[config.mk]
export PLATFORM = sky130hd
export DESIGN_NAME = uart_tx_arbiter
export DESIGN_NICKNAME = d
export VERILOG_FILES = /design/src/rtl/uart_tx_arbiter.sv
export SDC_FILE = /design/constraint.sdc
export NUM_CORES = 1
export LEC_CHECK = 0
export BUFFER_PORTS_ARGS = -buffer_cell sky130_fd_sc_hd__buf_2
export CAP_MARGIN = 25
export CORE_MARGIN = 4
export CORE_UTILIZATION = 51
export DETAILED_ROUTE_END_ITERATION = 10
export PLACE_DENSITY_LB_ADDON = 0.3
export SYNTH_ARGS = -nofsm -noshare
export SYNTH_HDL_FRONTEND = slang
export SYNTH_SLANG_ARGS = --single-unit
[constraint.sdc]
create_clock -name clk_in -period 2.2 [get_ports clk_in]
set_input_delay 0.44 -clock clk_in [delete_from_list [all_inputs] [get_ports clk_in]]
set_output_delay 0.44 -clock clk_in [all_outputs]
set_load 0.05 [all_outputs]
[src/rtl/uart_tx_arbiter.sv]
// rtl/uart_tx_arbiter.sv - round-robin, packet-locked arbiter sharing one uart_transmit among NUM_REQ byte streams
// Optional macro UART_ARB_TAG_EN: send header byte {4'hA, id} after every grant.
module uart_tx_arbiter #(
    parameter int NUM_REQ      = 4,
    parameter int IDLE_TIMEOUT = 1024
) (
    input  logic                 clk_in,
    input  logic                 rst_in,
    input  logic [NUM_REQ-1:0]   req_valid_in,
    input  logic [8*NUM_REQ-1:0] req_data_in,
    input  logic [NUM_REQ-1:0]   req_last_in,
    output logic [NUM_REQ-1:0]   req_ready_out,
    output logic [NUM_REQ-1:0]   grant_out,
    input  logic                 tx_busy_in,
    output logic                 tx_trigger_out,
    output logic [7:0]           tx_data_out,
    output logic                 timeout_out
);

    localparam int IW = $clog2(NUM_REQ);
    localparam int CW = (IDLE_TIMEOUT > 0) ? $clog2(IDLE_TIMEOUT + 1) : 1;
    localparam bit TO_EN = (IDLE_TIMEOUT > 0);
    localparam logic [CW-1:0] CNT_LAST = (IDLE_TIMEOUT > 0) ? CW'(IDLE_TIMEOUT - 1) : '0;
    localparam logic [CW-1:0] CNT_MAX  = '1;

    typedef enum logic [2:0] {
        S_IDLE    = 3'd0,
`ifdef UART_ARB_TAG_EN
        S_TAG     = 3'd1,
`endif
        S_FETCH   = 3'd2,
        S_ISSUE   = 3'd3,
        S_WAIT_HI = 3'd4,
        S_WAIT_LO = 3'd5
    } state_t;

    state_t             state_q;
    logic [NUM_REQ-1:0] grant_q;
    logic [IW-1:0]      last_grant_q;
    logic               last_q;
    logic [CW-1:0]      idle_cnt_q;
    logic               trigger_q;
    logic [7:0]         data_q;
    logic               timeout_q;

    logic [IW-1:0]      win_d;
    logic               any_d;
    logic [IW-1:0]      cand;
    logic [7:0]         sel_data;
    logic               sel_last;
    logic               accept;

    // Scan downwards so the candidate closest after last_grant is assigned last and wins.
    always_comb begin
        win_d = last_grant_q;
        any_d = 1'b0;
        cand  = '0;
        for (int k = NUM_REQ; k >= 1; k--) begin
            cand = IW'((int'(last_grant_q) + k) % NUM_REQ);
            if (req_valid_in[cand]) begin
                win_d = cand;
                any_d = 1'b1;
            end
        end
    end

    always_comb begin
        sel_data = 8'h00;
        sel_last = 1'b0;
        for (int i = 0; i < NUM_REQ; i++) begin
            if (last_grant_q == IW'(i)) begin
                sel_data = req_data_in[8*i +: 8];
                sel_last = req_last_in[i];
            end
        end
    end

    assign req_ready_out  = (state_q == S_FETCH) ? grant_q : '0;
    assign accept         = |(req_valid_in & req_ready_out);
    assign grant_out      = grant_q;
    assign tx_trigger_out = trigger_q;
    assign tx_data_out    = data_q;
    assign timeout_out    = timeout_q;

    // trigger_q is loaded on the edge into ISSUE so the pulse is visible during the ISSUE cycle.
    always_ff @(posedge clk_in) begin
        if (rst_in) begin
            state_q      <= S_IDLE;
            grant_q      <= '0;
            last_grant_q <= IW'(NUM_REQ - 1);
            last_q       <= 1'b0;
            idle_cnt_q   <= '0;
            trigger_q    <= 1'b0;
            data_q       <= 8'h00;
            timeout_q    <= 1'b0;
        end else begin
            trigger_q <= 1'b0;
            timeout_q <= 1'b0;
            case (state_q)
                S_IDLE: begin
                    if (any_d) begin
                        grant_q      <= NUM_REQ'(1) << win_d;
                        last_grant_q <= win_d;
                        idle_cnt_q   <= '0;
`ifdef UART_ARB_TAG_EN
                        state_q      <= S_TAG;
`else
                        state_q      <= S_FETCH;
`endif
                    end
                end
`ifdef UART_ARB_TAG_EN
                S_TAG: begin
                    data_q    <= {4'hA, 4'(last_grant_q)};
                    last_q    <= 1'b0;
                    trigger_q <= ~tx_busy_in;
                    state_q   <= S_ISSUE;
                end
`endif
                S_FETCH: begin
                    if (accept) begin
                        data_q     <= sel_data;
                        last_q     <= sel_last;
                        idle_cnt_q <= '0;
                        trigger_q  <= ~tx_busy_in;
                        state_q    <= S_ISSUE;
                    end else if (TO_EN && idle_cnt_q == CNT_LAST) begin
                        grant_q    <= '0;
                        timeout_q  <= 1'b1;
                        idle_cnt_q <= '0;
                        state_q    <= S_IDLE;
                    end else if (idle_cnt_q != CNT_MAX) begin
                        idle_cnt_q <= idle_cnt_q + CW'(1);
                    end
                end
                S_ISSUE: begin
                    if (trigger_q) begin
                        state_q <= S_WAIT_HI;
                    end else if (!tx_busy_in) begin
                        trigger_q <= 1'b1;
                    end
                end
                S_WAIT_HI: begin
                    if (tx_busy_in) begin
                        state_q <= S_WAIT_LO;
                    end
                end
                S_WAIT_LO: begin
                    if (!tx_busy_in) begin
                        if (last_q) begin
                            grant_q <= '0;
                            state_q <= S_IDLE;
                        end else begin
                            state_q <= S_FETCH;
                        end
                    end
                end
                default: state_q <= S_IDLE;
            endcase
        end
    end

endmodule

# Word level (Yosys, flattened, before mapping)
# Cells that the tools add are included.
dict set report totals {
  reg_bits 31
  out_inout_bits 18
}
dict set report classes {
  add_sub_neg 5
  order_cmp 4
  eq_ne 18
  shifts 1
  muxes 49
  n_bitwise 3
  reduce_logical 11
}
# operator n
set ops {}
lappend ops {{$mux W11} 4}
lappend ops {{$mux W8} 4}
lappend ops {{$mux W4} 6}
lappend ops {{$pmux W11 S2} 1}
lappend ops {{$mux W3} 6}
lappend ops {{$mux W1} 16}
lappend ops {{$pmux W3 S5} 1}
lappend ops {{$lt A2 B3 Y1 const B} 4}
lappend ops {{$ne A2 B2 Y1 const B} 6}
lappend ops {{$pmux W4 S3} 1}
lappend ops {{$add A11 B1 Y11 const B} 1}
lappend ops {{$eq A11 B10 Y1 const B} 1}
lappend ops {{$ne A11 B11 Y1 const B} 1}
lappend ops {{$mux W2} 5}
lappend ops {{$bmux W1 S2} 4}
lappend ops {{$eq A3 B2 Y1 const B} 2}
lappend ops {{$eq A3 B3 Y1 const B} 2}
lappend ops {{$reduce_and A6 Y1} 1}
lappend ops {{$reduce_or A6 Y1} 1}
lappend ops {{$reduce_and A5 Y1} 1}
lappend ops {{$add A2 B1 Y2 const B} 2}
lappend ops {{$add A2 B2 Y2 const B} 2}
lappend ops {{$and A4 B4 Y4} 1}
lappend ops {{$eq A2 B2 Y1 const B} 2}
lappend ops {{14 further kinds} 16}

# Depth between registers and ports, before layout
dict set report logic_depth {
  word_depth 10
  ltp_mapped 9
  depth_no_buf 7
}

# Least setup slack after synthesis
# No wires, ideal clock.
dict set report synth_path {
  path_kind {register to register}
  from {register last_grant_q[1]}
  to {register last_grant_q[1]}
  arrival_time_ns 1.827
  t_required_ns 2.080
  slack_ns 0.253
  path_stages_with_launch 9
  path_buffers 1
  path_cell_list {dfxtp_1 -> clkbuf_1 -> inv_1 -> ha_1 -> nor2_1 -> a32oi_1 -> o221ai_1 -> nor2b_1 -> a211o_1}
}
dict set report synth_between {
  elab_chain_len 8
  elab_cells_between_ends 21
  cone_classes {add/sub: 4; mux: 16; reduce/logical: 1}
}
# element line
set synth_rtl {}
lappend synth_rtl {{from (decl)} 39} ;# logic [IW-1:0] last_grant_q;
lappend synth_rtl {{from (signal assigned)} 90} ;# last_grant_q <= IW'(NUM_REQ - 1);
lappend synth_rtl {{from (signal assigned)} 103} ;# last_grant_q <= win_d;
lappend synth_rtl {{$add A2 B1 Y2} 59} ;# cand = IW'((int'(last_grant_q) + k) % NUM_REQ);
lappend synth_rtl {{$bmux W1 S2} 60} ;# if (req_valid_in[cand]) begin
lappend synth_rtl {{$mux W1 (not written as such)} 60}
lappend synth_rtl {{$mux W1 (4 in a row)} 60}
lappend synth_rtl {{$reduce_and A2 Y1 (no line)} -}
# Parallel ways exist; a longest one is shown, timed or not. The select of a mux whose other input is x is not followed.
# A chain may end at the register's enable or synchronous reset.

# Worst setup path in the final report
dict set report layout_path {
  from {register idle_cnt_q[0]}
  to {register grant_q[0], in the netlist grant_out[0]}
}
dict set report layout_between {
  elab_chain_len 3
}
# element line
set layout_rtl {}
lappend layout_rtl {{from (decl)} 41} ;# logic [CW-1:0] idle_cnt_q;
lappend layout_rtl {{from (signal assigned)} 133} ;# idle_cnt_q <= idle_cnt_q + CW'(1);
lappend layout_rtl {{$eq A11 B10 Y1} 127} ;# end else if (TO_EN && idle_cnt_q == CNT_LAST) begin
lappend layout_rtl {{$ne A2 B1 Y1 (no line)} -}
lappend layout_rtl {{$reduce_and A6 Y1 (no line)} -}
lappend layout_rtl {{to (signal assigned)} 102} ;# grant_q <= NUM_REQ'(1) << win_d;
lappend layout_rtl {{to (decl)} 38} ;# logic [NUM_REQ-1:0] grant_q;
# No other way between the ends.

==> flow_summary.ini <==
[synth]
synth_compound_area_share_pct = 27.9
synth-seq-cells = 31
synthTopCellsByArea = dfxtp_1 32%, nor3_1 5.9%, nor2_1 5.4%
ys_seq_area_share_pct = 32.0
synth_xor_area_share_pct = 2.26
synth_area_um2 = 1940
synth_edf_count = 0
syn_nets = 289
synth_top_family_by_area = simple AND/OR/NAND/NOR gates
synth-warning-count = 0
async_flop_share_pct = 0
avgSynthCellArea_um2 = 8.05
ys_types = 52
synthAdderAreaFrac_pct = 3.23
synthFlopType = dfxtp_1
muxShareOfSynthArea_pct = 1.61
netlist.area_leader.share_pct = 32.0
synth_top_area_cell = dfxtp_1
synthSimpleGateAreaFrac_pct = 28.5
syn_inst = 241

[sta]
hold_slack_ps = 464
drv_slew = 0
tightest_slew_ps = 574
fin_crit_ps = 1880
hold_viol_final = 0
layout_worst_path_cycle_share_pct = 85.4
setup_ws_ps = 320
max_slew_margin_pct = 61.7
fin_setup_tns_ps = 0
rsz0062_at_grt = no
clock_skew_ps = 4.02
setup_viol = 0
fmax_mhz = 532

[cells_and_area]
fin_nets = 350
drive_gt1_share_pct = 28.5
utilization_pct = 65.9
area_growth_syn_to_layout_pct = 24.4
design_area_um2 = 2410
insertedDiodeCount = 0

[cts]
clk_pin_slew_ps = 60
clk_latency_ps = 280
clkSinkCount = 31
cts-buffers-inserted = 5
cts_hold_buffers = 0
ctsRootBufferMaster = clkbuf_8
h-tree-depth = 2
ctsResizeCount = 0
cts_tree = yes
cts_setup_buffers = 0
clockBufferDepth = 2

[grt]
grt_pass1_wl_mm = 7.95
antenna_found_initial = 0
grt_max_degree = 19
overflow = 0
grt_pass1_vias = 1821
grtUsageTotal_pct = 19.6

[worst_setup_path]
crit_type = reg -> reg
ff2ff_setup_slack_ps = 320
start_kind = register
critPathRequiredTime_ps = 2370
crit_fanout = 6
endpoint_kind = register
crit_arrival_ps = 2050

[floorplan]
core_um2 = 3660
die_area_um2 = 4850
start_util_pct = 53.0
fp-row-count = 22
die_w_um = 69.7
io_pins = 61
die_h_um = 69.7

[placed_design]
placed_cell_area_um2 = 2310
portBuffers = 60
globalplace.congestion = 0.862
place_ws_ps = 108
dp_hpwl_mm = 3.64

[routing]
viasPerCell = 5.82
drcViolationCount = 0
drt_iter0_markers = 77
firstDrtPassIters = 4
num_vias = 2037
avgRoutedWirePerCell_um = 13.6
wl_mm = 4.76
drtAntennaViolNets = 0

[power_and_ir_drop]
vdd_drop_max_mv = 0.754
powerDensity_nw_per_um2 = 1280
leakage_nw = 0.997

[worst_hold_path]
worstHoldPathType = in -> reg

[flow_run]
cap_violations = 0

[outcome]
outcome = complete, no violations
[Yosys cell counts, types with 3 or more instances]
cell / instances
a211oi_1: 13
a21o_1: 3
a21oi_1: 18
a221oi_1: 8
a22oi_1: 3
a31oi_1: 3
and3_1: 5
buf_2: 4
clkbuf_1: 12
dfxtp_1: 31
ha_1: 5
inv_1: 6
nand2_1: 5
nand3_1: 3
nand4_1: 6
nor2_1: 28
nor2b_1: 14
nor3_1: 23
o21ai_0: 6
xnor2_1: 5
[through the flow]
step | power, mW | std cells
CTS | 3.10 | 350
detailed placement | 2.56 | 343
finish | 3.09 | 350
global placement | 2.54 | 343
floorplan | 2.14 | 241
global route | 3.32 | 350
[metal layers]
metal / track usage (%) / routed length (um)
met5: 0 / 0
met4: 6.38 / 51
met2: 31.9 / 2210
met1: 24.8 / 2220
met3: 5.65 / 282
[layout by cell type (no fill, tap or decap), types with 2 or more instances in the layout]
| master | instances |
|---|---|
| buf_2 | 60 |
| dfxtp_1 | 31 |
| nor2_1 | 28 |
| nor3_1 | 23 |
| a21oi_1 | 18 |
| nor2b_1 | 14 |
| a211oi_1 | 13 |
| buf_4 | 10 |
| a221oi_1 | 8 |
| inv_1 | 6 |
| nand4_1 | 6 |
| o21ai_0 | 6 |
| and3_1 | 5 |
| nand2_1 | 5 |
| xnor2_1 | 5 |
| ha_1 | 5 |
| clkbuf_8 | 5 |
| a22oi_1 | 3 |
| nand3_1 | 3 |
| a21o_1 | 3 |
| a31oi_1 | 3 |
| o221ai_1 | 2 |
| nand2b_1 | 2 |
| mux2i_1 | 2 |
| nand3b_1 | 2 |
| o2bb2ai_1 | 2 |
| a22o_1 | 2 |
| a311oi_1 | 2 |
| and4_1 | 2 |
[state kept, by name, summed over array words and instances (netlist names)]
| name | cells |
|---|---|
| timeout_out | 1 |
| grant_out | 4 |
| last_grant_q | 2 |
| last_q | 1 |
| idle_cnt_q | 11 |
| tx_trigger_out | 1 |
| state_q | 3 |
| tx_data_out | 8 |
[area by class of cell]
type	count	area, um2
tap	48	60.1
fill	315	1250
timing repair buffer	70	375
clock inverter	1	30.0
multi-input combinational	188	1230
sequential	31	621
inverter	6	22.5
clock buffer	6	72.6
[where the power goes]
group / leakage, nW / total, mW / internal (mW) / switching [mW]
registers: 0.252 / 0.778 / 0.683 / 0.0946
logic: 0.693 / 1.78 / 0.672 / 1.11
clock network: 0.0513 / 0.530 / 0.331 / 0.199
[critical path, stage by stage (launching register included)]
cell and delay [ps]:
dfxtp_1 410, ha_1 260, nand2_1 130, nor4_2 430
o221a_4 260, nor2_4 40, a22o_1 220
[logic make-up after synthesis]
group / after synthesis
compound gates: 74
xor+xnor: 5
fa+ha+maj: 5
buf+inv: 22
flops: 31
mux: 3
simple gates: 101
[worst paths after layout]
check / cells past startpoint / end / startpoint
max: 6 / grant_out[0] / idle_cnt_q[0]
min: 3 / tx_trigger_out / tx_busy_in
max reg2reg: 6 / grant_out[0] / idle_cnt_q[0]
min reg2reg: 2 / idle_cnt_q[10] / idle_cnt_q[10]
(Power assumes the default switching activity.)
